### src/rtl/myadder1_counter_pkg.sv
// Shared constants for the myadder1 counter array: overflow mode encoding
// and the supported parameter ranges.
package myadder1_counter_pkg;

  // Behaviour of a channel when an add/subtract leaves the counter range.
  typedef enum logic {
    MODE_WRAP = 1'b0,
    MODE_SAT  = 1'b1
  } mode_e;

  localparam int unsigned NUM_CH_MIN = 1;
  localparam int unsigned NUM_CH_MAX = 32;
  localparam int unsigned WIDTH_MIN  = 2;
  localparam int unsigned WIDTH_MAX  = 32;

endpackage

### src/rtl/myadder1_counter_lane.sv
// One counter channel: load / step up / step down with wrap or saturate,
// registered zero/max flags and a sticky range-error flag.
module myadder1_counter_lane
  import myadder1_counter_pkg::*;
#(
  parameter int unsigned          C_WIDTH = 8,
  parameter logic [C_WIDTH-1:0]   C_INIT  = '0
) (
  input  logic               clk,
  input  logic               rst,
  input  logic               clken_i,
  input  logic               load_i,
  input  logic               incr_i,
  input  logic               decr_i,
  input  logic [C_WIDTH-1:0] step_i,
  input  logic [C_WIDTH-1:0] load_value_i,
  input  logic               sat_mode_i,
  input  logic               clr_flags_i,
  output logic [C_WIDTH-1:0] count_o,
  output logic               is_zero_o,
  output logic               is_max_o,
  output logic               range_err_o
);

  localparam logic [C_WIDTH-1:0] ALL_ONES  = '1;
  localparam logic               INIT_ZERO = (C_INIT == '0);
  localparam logic               INIT_MAX  = (C_INIT == ALL_ONES);

  // Declaration values give the reset state at configuration time as well.
  logic [C_WIDTH-1:0] count_q     = C_INIT;
  logic               is_zero_q   = INIT_ZERO;
  logic               is_max_q    = INIT_MAX;
  logic               range_err_q = 1'b0;

  logic [C_WIDTH-1:0] count_d;
  logic               range_err_d;
  logic [C_WIDTH:0]   sum_c;
  logic [C_WIDTH:0]   diff_c;
  logic               err_set_c;

  // Next count and error flag: load beats a single-direction step, otherwise hold.
  always_comb begin
    count_d     = count_q;
    err_set_c   = 1'b0;
    sum_c       = {1'b0, count_q} + {1'b0, step_i};
    diff_c      = {1'b0, count_q} - {1'b0, step_i};
    if (load_i) begin
      count_d = load_value_i;
    end else if (incr_i && !decr_i) begin
      count_d = sum_c[C_WIDTH-1:0];
      if (sum_c[C_WIDTH]) begin
        err_set_c = 1'b1;
        if (sat_mode_i == MODE_SAT) count_d = ALL_ONES;
      end
    end else if (decr_i && !incr_i) begin
      count_d = diff_c[C_WIDTH-1:0];
      if (diff_c[C_WIDTH]) begin
        err_set_c = 1'b1;
        if (sat_mode_i == MODE_SAT) count_d = '0;
      end
    end
    // A new error in the same cycle takes precedence over a clear.
    range_err_d = err_set_c | (range_err_q & ~clr_flags_i);
  end

  // State registers; flags come from the next count so they track count exactly.
  always_ff @(posedge clk) begin
    if (rst) begin
      count_q     <= C_INIT;
      is_zero_q   <= INIT_ZERO;
      is_max_q    <= INIT_MAX;
      range_err_q <= 1'b0;
    end else if (clken_i) begin
      count_q     <= count_d;
      is_zero_q   <= (count_d == '0);
      is_max_q    <= (count_d == ALL_ONES);
      range_err_q <= range_err_d;
    end
  end

  assign count_o     = count_q;
  assign is_zero_o   = is_zero_q;
  assign is_max_o    = is_max_q;
  assign range_err_o = range_err_q;

endmodule

### src/rtl/myadder1_counter_array.sv
// Array of independent counter channels; this level only slices the packed
// buses and fans out the shared controls.
module myadder1_counter_array
  import myadder1_counter_pkg::*;
#(
  parameter int unsigned        C_NUM_CH = 4,
  parameter int unsigned        C_WIDTH  = 8,
  parameter logic [C_WIDTH-1:0] C_INIT   = '0
) (
  input  logic                        clk,
  input  logic                        rst,
  input  logic                        clken,
  input  logic [C_NUM_CH-1:0]         load,
  input  logic [C_NUM_CH-1:0]         incr,
  input  logic [C_NUM_CH-1:0]         decr,
  input  logic [C_NUM_CH*C_WIDTH-1:0] step,
  input  logic [C_NUM_CH*C_WIDTH-1:0] load_value,
  input  logic                        sat_mode,
  input  logic                        clr_flags,
  output logic [C_NUM_CH*C_WIDTH-1:0] count,
  output logic [C_NUM_CH-1:0]         is_zero,
  output logic [C_NUM_CH-1:0]         is_max,
  output logic [C_NUM_CH-1:0]         range_err
);

  // One lane per channel, each on its own C_WIDTH slice of the packed buses.
  for (genvar g = 0; g < int'(C_NUM_CH); g++) begin : g_lane
    myadder1_counter_lane #(
      .C_WIDTH (C_WIDTH),
      .C_INIT  (C_INIT)
    ) u_lane (
      .clk          (clk),
      .rst          (rst),
      .clken_i      (clken),
      .load_i       (load[g]),
      .incr_i       (incr[g]),
      .decr_i       (decr[g]),
      .step_i       (step[g*C_WIDTH +: C_WIDTH]),
      .load_value_i (load_value[g*C_WIDTH +: C_WIDTH]),
      .sat_mode_i   (sat_mode),
      .clr_flags_i  (clr_flags),
      .count_o      (count[g*C_WIDTH +: C_WIDTH]),
      .is_zero_o    (is_zero[g]),
      .is_max_o     (is_max[g]),
      .range_err_o  (range_err[g])
    );
  end

endmodule

### config.mk
export PLATFORM = sky130hd
export DESIGN_NAME = myadder1_counter_array
export DESIGN_NICKNAME = d
export VERILOG_FILES = /design/src/rtl/myadder1_counter_pkg.sv /design/src/rtl/myadder1_counter_lane.sv /design/src/rtl/myadder1_counter_array.sv
export SDC_FILE = /design/constraint.sdc
export NUM_CORES = 1
export LEC_CHECK = 0
export CAP_MARGIN = 20
export CELL_PAD_IN_SITES_DETAIL_PLACEMENT = 0
export CELL_PAD_IN_SITES_GLOBAL_PLACEMENT = 1
export CORE_ASPECT_RATIO = 1.2
export CORE_MARGIN = 5
export CORE_UTILIZATION = 38
export CTS_CLUSTER_SIZE = 25
export DETAILED_ROUTE_END_ITERATION = 6
export HOLD_SLACK_MARGIN = 0.08
export PLACE_DENSITY = 0.81
export RECOVER_POWER = 25
export SYNTH_ARGS = -nofsm -noshare
export SYNTH_HDL_FRONTEND = slang
export SYNTH_SLANG_ARGS = --single-unit
### constraint.sdc
create_clock -name clk -period 3 [get_ports clk]
set_input_delay 0.3 -clock clk [delete_from_list [all_inputs] [get_ports clk]]
set_output_delay 0.3 -clock clk [all_outputs]
set_load 0.005 [all_outputs]
==> flow_summary.json, run 1 <==
{
  "grt_pass1_vias": 6284,
  "fillers": 1504,
  "die_h_um": 146,
  "clock.fmax_ghz": 0.344,
  "seq_area_frac_synth_pct": 15.0,
  "endpoint_kind": "flip-flop",
  "critPathMaxFanout": 5,
  "synth_flop_cell": "dfxtp_1",
  "start_util_pct": 39.0,
  "irDropWorstVdd_v": 0.000220,
  "clkSinkCount": 44,
  "core.rowCount": 49,
  "synth-seq-cells": 44,
  "drt_wl_total_um": 20200,
  "multi_input_area_um2": 4720,
  "design_area_um2": 8540,
  "register_area_um2": 883,
  "syn_inst": 793,
  "hold-path-cell-count": 3,
  "layout_common_cells": "139 x buf_4, 110 x clkdlybuf4s50_1, 89 x nor2_1",
  "slew_headroom_pct": 62.0,
  "r2r-start": "g_lane[1].u_lane.count_o[0]",
  "synth_area_per_cell_um2": 7.41,
  "grt_overflow": 0,
  "min-delay-start": "rst",
  "r2r-end": "g_lane[1].u_lane.is_max_o",
  "use_met3_pct": 2.59,
  "post-dp-hpwl_um": 16300,
  "clk_latency_ns": 0.29,
  "reg2reg_depth": 12,
  "grt_max_degree": 40,
  "dieArea_um2": 18100,
  "layout-drive-gt1-share_pct": 19.6,
  "reg2reg_slack_ns": 0.11,
  "slew_violations": 0,
  "path_clk_slew_ns": 0.06,
  "cts_buffer_depth": 2,
  "place_congestion": 0.954,
  "area_delta_synth_final_pct": 45.2,
  "root_buffer": "clkbuf_16",
  "dr.first_iter.drc_count": 548,
  "nets": 1174,
  "vias": 6604,
  "die_w_um": 124,
  "tightest_slew_ns": 0.569,
  "whs_endpoint": "g_lane[1].u_lane.count_o[7]",
  "synth.distinct_cells": 79,
  "routed_via_density": 5.40,
  "power.density_nw_per_um2": 317,
  "ios": 125,
  "grt_busiest_layer": "met2",
  "h-tree-depth": 2,
  "cts_buffers": 5,
  "drv_cap": 0,
  "critPathLaunchType": "input port",
  "firstDrtPassIters": 5,
  "p_leak_nw": 3.75,
  "finalHoldViolCount": 0,
  "final_util_pct": 56.6,
  "synth-edff-count": 0,
  "use_met1_pct": 28.6,
  "final_common_cell": "buf_4",
  "grt_antenna_before_repair": 0,
  "setup_viol": 0,
  "route.antenna.remaining_nets": 0,
  "setup.worst_path.class": "in2reg",
  "coreArea_um2": 15100,
  "io_buffers": 124,
  "grt_pass1_wl_um": 31500,
  "synth_fp_nets": 950,
  "clock_skew_ns": 0.00527,
  "antenna_cells": 0,
  "met2_usage_pct": 35.9,
  "holdBufCountCts": 0,
  "period_needed_ns": 2.91,
  "cp_data_required_time_ns": 3.23,
  "fin_crit_sh_pct": 96.9,
  "cts_tree": "yes",
  "netlist_area_um2": 5880,
  "route.detailed.drc": 0,
  "synth_warnings": 0,
  "worstHoldPathType": "in2reg",
  "cp.arrival_ns": 3.14,
  "ys_async_sr_fraction_pct": 0,
  "placed_area_um2": 8140,
  "grt_usage_pct": 21.3,
  "wl_per_cell_um": 16.6,
  "status": "finished, final reports clean"
}
-- through the flow --
stage	instances	setup WS [ns]	total power [mW]	hold slack [ns]	TNS (ns)
after floorplan	793	0.226	1.46	0.432	0
after global placement	1209	-0.298	2.07	0.461	-2.32
after detailed placement	1209	-0.326	2.08	0.461	-3.21
after CTS	1217	0.000184	2.65	0.350	0
after global routing	1222	-0.0330	2.88	0.360	-0.0892
final	1222	0.0935	2.70	0.354	0
-- registers in the layout, summed over array words and instances, names as in the netlist --
signal and flops:
g_lane.u_lane.is_max_o 4, g_lane.u_lane.is_zero_o 4, g_lane.u_lane.count_o 32, g_lane.u_lane.range_err_o 4
-- final cells by class --
cell class	count	share of cell area, %
Multi-Input combinational cell	636	55.2
Inverter	67	2.95
Timing Repair Buffer	263	26.7
Clock inverter	1	0.0880
Clock buffer	7	1.67
Sequential cell	44	10.3
Tap cell	204	2.99
-- report_power, final --
| group | internal (mW) | leakage, nW | total, mW | switching [mW] |
|---|---|---|---|---|
| Combinational | 0.738 | 3.32 | 1.46 | 0.721 |
| Clock | 0.332 | 0.0701 | 0.564 | 0.232 |
| Sequential | 0.625 | 0.364 | 0.682 | 0.0562 |
-- cell families after synthesis --
kind of cell / Yosys count / share of synthesized area, %
AO/OA/AOI/OAI: 257 / 30.7
flip-flops: 44 / 15.0
multiplexers: 11 / 1.89
adder cells (fa/ha/maj): 76 / 17.2
buffers and inverters: 113 / 8.17
XOR/XNOR: 34 / 5.06
AND/OR/NAND/NOR: 258 / 22.0
-- metal layers --
layer | share of wire (%) | wire length, um | vias up
li1 | - | - | 3294
met1 | 44 | 8850 | 3048
met2 | 49 | 10000 | 220
met3 | 4.8 | 963 | 42
met4 | 2.0 | 411 | 0
met5 | 0 | 0 | -
-- timing repair --
action / 4_1_cts / 5_1_grt
gates cloned: 0 / 0
resized for setup: 1 / 41
setup buffers: 0 / 5
pin swaps: 2 / 19
endpoints found under the setup margin: 1 / 16
-- synthesized netlist by cell type (15+ instances only) --
library cell  count  area (um2)
nor2b_1          23         144
ha_1             68         851
clkbuf_1         24        90.1
a21oi_1          64         320
nor3_1           21         105
inv_1            64         240
o31ai_1          18         135
nand2_1          39         146
nand2b_1         20         125
nor2_1           90         338
a211oi_1         25         188
xnor2_1          22         193
nand3_1          15        75.1
dfxtp_1          44         881
o21ai_0          30         150
-- how the worst max path moves through the flow --
| stage | startpoint | to | slack, ns | cells past startpoint |
|---|---|---|---|---|
| 2_1_floorplan | g_lane[3].u_lane.count_o[0] | g_lane[3].u_lane.is_max_o | 0.23 | 11 |
| 3_3_place_gp | step[24] | g_lane[3].u_lane.is_max_o | -0.30 | 12 |
| 3_5_place_dp | step[24] | g_lane[3].u_lane.is_max_o | -0.33 | 12 |
| 4_1_cts | step[24] | g_lane[3].u_lane.is_max_o | 0.0002 | 12 |
| 5_1_grt | g_lane[1].u_lane.count_o[0] | g_lane[1].u_lane.is_max_o | -0.03 | 12 |
| 6_report | step[29] | g_lane[3].u_lane.is_max_o | 0.09 | 11 |
-- worst max-delay path, cell delays in order --
cell and delay (ns):
clkdlybuf4s50_1 0.47, inv_1 0.04, ha_1 0.38, nor2_2 0.11
a221oi_4 0.38, a221o_1 0.21, a21oi_1 0.07, o41a_1 0.40
or4_1 0.54, nor3_2 0.11, a22o_1 0.13
(Power assumes the default switching activity.)
==> inputs of run 2 (changes only) <==
--- a/config.mk
+++ b/config.mk
@@ -13,8 +13,7 @@
 export CORE_UTILIZATION = 38
 export CTS_CLUSTER_SIZE = 25
 export DETAILED_ROUTE_END_ITERATION = 6
-export HOLD_SLACK_MARGIN = 0.08
-export PLACE_DENSITY = 0.81
+export PLACE_DENSITY = 0.92
 export RECOVER_POWER = 25
 export SYNTH_ARGS = -nofsm -noshare
 export SYNTH_HDL_FRONTEND = slang
==> run 2 against run 1 <==
  * Utilization is 0.24 points lower
  * Maximum frequency is 1.2% higher
  * Clock-buffer cell count is 2 lower
  * Cell count is 0.25% lower
  * Combinational power hardly changed
  * Die area stayed put
  * Routed wire length is 2.8% lower
  * Global-route usage is 0.50 points lower
  * Via count is 1.3% lower
  * Critical endpoint unchanged
  * Largest cell class unchanged
  * Largest power group unchanged
==> flow_summary.json, run 2 (synthesized netlist as in run 1, its figures left out) <==
{
  "status": "finished, final reports clean",
  "core.rowCount": 49,
  "slew_headroom_pct": 58.5,
  "finalSetupTns_ns": 0,
  "final_common_cell": "buf_4",
  "finalHoldViolCount": 0,
  "grt_busiest_layer": "met2",
  "finalNonFillerCells": 1219,
  "ios": 125,
  "nets": 1171,
  "design_area_um2": 8500,
  "die_h_um": 146,
  "clock_skew_ns": 0.00283,
  "setup.worst_path.class": "in2reg",
  "setup.worst_path.start": "step[25]",
  "met2_usage_pct": 37.0,
  "vias": 6517,
  "h-tree-depth": 2,
  "placed_area_um2": 8140,
  "drv_cap": 0,
  "critPathMaxFanout": 3,
  "slew_violations": 0,
  "layout_setup_ws_ns": 0.129,
  "grt_antenna_before_repair": 0,
  "path_clk_slew_ns": 0.06,
  "cp_data_required_time_ns": 3.23,
  "grt_overflow": 0,
  "switchingPower_mw": 1.00,
  "place_congestion": 0.954,
  "pre_cts_slack_ns": -0.337,
  "grt_pass1_wl_um": 31000,
  "dieArea_um2": 18100,
  "seqPwrFrac_pct": 24.5,
  "wl_per_cell_um": 16.1,
  "grt_pass1_vias": 6387,
  "period_needed_ns": 2.87,
  "timing.hold.ws_ns": 0.458,
  "firstDrtPassIters": 5,
  "clkSinkCount": 44,
  "intPower_mw": 1.76,
  "start_util_pct": 39.0,
  "layout_common_cells": "136 x buf_4, 101 x clkdlybuf4s50_1, 89 x nor2_1",
  "cts_tree": "yes",
  "holdBufCountCts": 0,
  "die_w_um": 124,
  "fillers": 1458,
  "clk_latency_ns": 0.28,
  "critPathLaunchType": "input port",
  "largest_reg_flops": 32,
  "p_comb_share_pct": 52.7,
  "min-delay-start": "g_lane[2].u_lane.range_err_o",
  "irDropWorstVdd_v": 0.000261,
  "io_buffers": 124,
  "tightest_slew_ns": 0.618,
  "area_delta_synth_final_pct": 44.6,
  "cp.arrival_ns": 3.10,
  "antenna_cells": 0,
  "grt_max_degree": 50,
  "clock.fmax_ghz": 0.348,
  "use_met1_pct": 26.1,
  "p_leak_nw": 3.77,
  "dr.first_iter.drc_count": 386,
  "cts_buffers": 5,
  "final_util_pct": 56.4,
  "layout-drive-gt1-share_pct": 19.3,
  "worstHoldPathType": "reg2reg",
  "use_met3_pct": 2.71,
  "route.antenna.remaining_nets": 0,
  "routed_via_density": 5.35,
  "root_buffer": "clkbuf_16",
  "p_sw_share_pct": 36.2,
  "grt_usage_pct": 20.8,
  "power.density_nw_per_um2": 325,
  "total_power_mw": 2.76,
  "power_frac_clock_pct": 22.8,
  "endpoint_kind": "flip-flop",
  "place_inst": 1208,
  "route.detailed.drc": 0,
  "coreArea_um2": 15100,
  "fin_crit_sh_pct": 95.7,
  "post-dp-hpwl_um": 16000,
  "cts_buffer_depth": 2,
  "setup_viol": 0,
  "drt_wl_total_um": 19700,
  "r2r-start": "g_lane[3].u_lane.count_o[0]"
}
-- run 2: path summary, 6_finish.rpt --
| path | slack, ns | cells after the start | end |
|---|---|---|---|
| max reg2reg | 0.19 | 12 | g_lane[3].u_lane.is_max_o |
| min reg2reg | 0.46 | 2 | g_lane[2].u_lane.range_err_o |
| max | 0.13 | 12 | g_lane[3].u_lane.is_max_o |
| min | 0.46 | 2 | g_lane[2].u_lane.range_err_o |
-- run 2: final cells by class --
class	count	area (um2)	share of cell area (%)
clock buffers	5	125	1.47
clock inverters	3	46.3	0.545
inverters	67	251	2.96
multi-input cells	636	4680	55.1
flip-flops and latches	44	882	10.4
well taps	204	255	3.00
repair buffers	260	2260	26.5
-- run 2: critical path, stage by stage --
cell and delay, ns:
clkdlybuf4s50_1 0.47, inv_1 0.10, fa_2 0.42, o21bai_2 0.19, nand3_2 0.14, buf_4 0.17, nand3_1 0.07, a21oi_1 0.07
o41a_1 0.39, or4_1 0.52, nor3_2 0.11, a22o_1 0.13
-- run 2: what timing repair did --
action | 4_1_cts | 5_1_grt
pin swaps | 1 | 15
resized for setup | 4 | 34
endpoints found under the setup margin | 2 | 12
buffers inserted | 1 | 2
-- run 2: power groups by stage --
stage	combinational (mW)	sequential (mW)	clock, mW
2_1_floorplan	0.775	0.681	0
3_3_place_gp	1.37	0.690	0
3_5_place_dp	1.39	0.690	0
4_1_cts	1.40	0.678	0.647
5_1_grt	1.59	0.684	0.674
6_report	1.45	0.677	0.628
-- run 2: layer usage --
| layer | routed length, um | share of wire [%] |
|---|---|---|
| met5 | 0 | 0 |
| met1 | 8420 | 43 |
| met3 | 932 | 4.7 |
| met4 | 393 | 2.0 |
| met2 | 9900 | 50 |
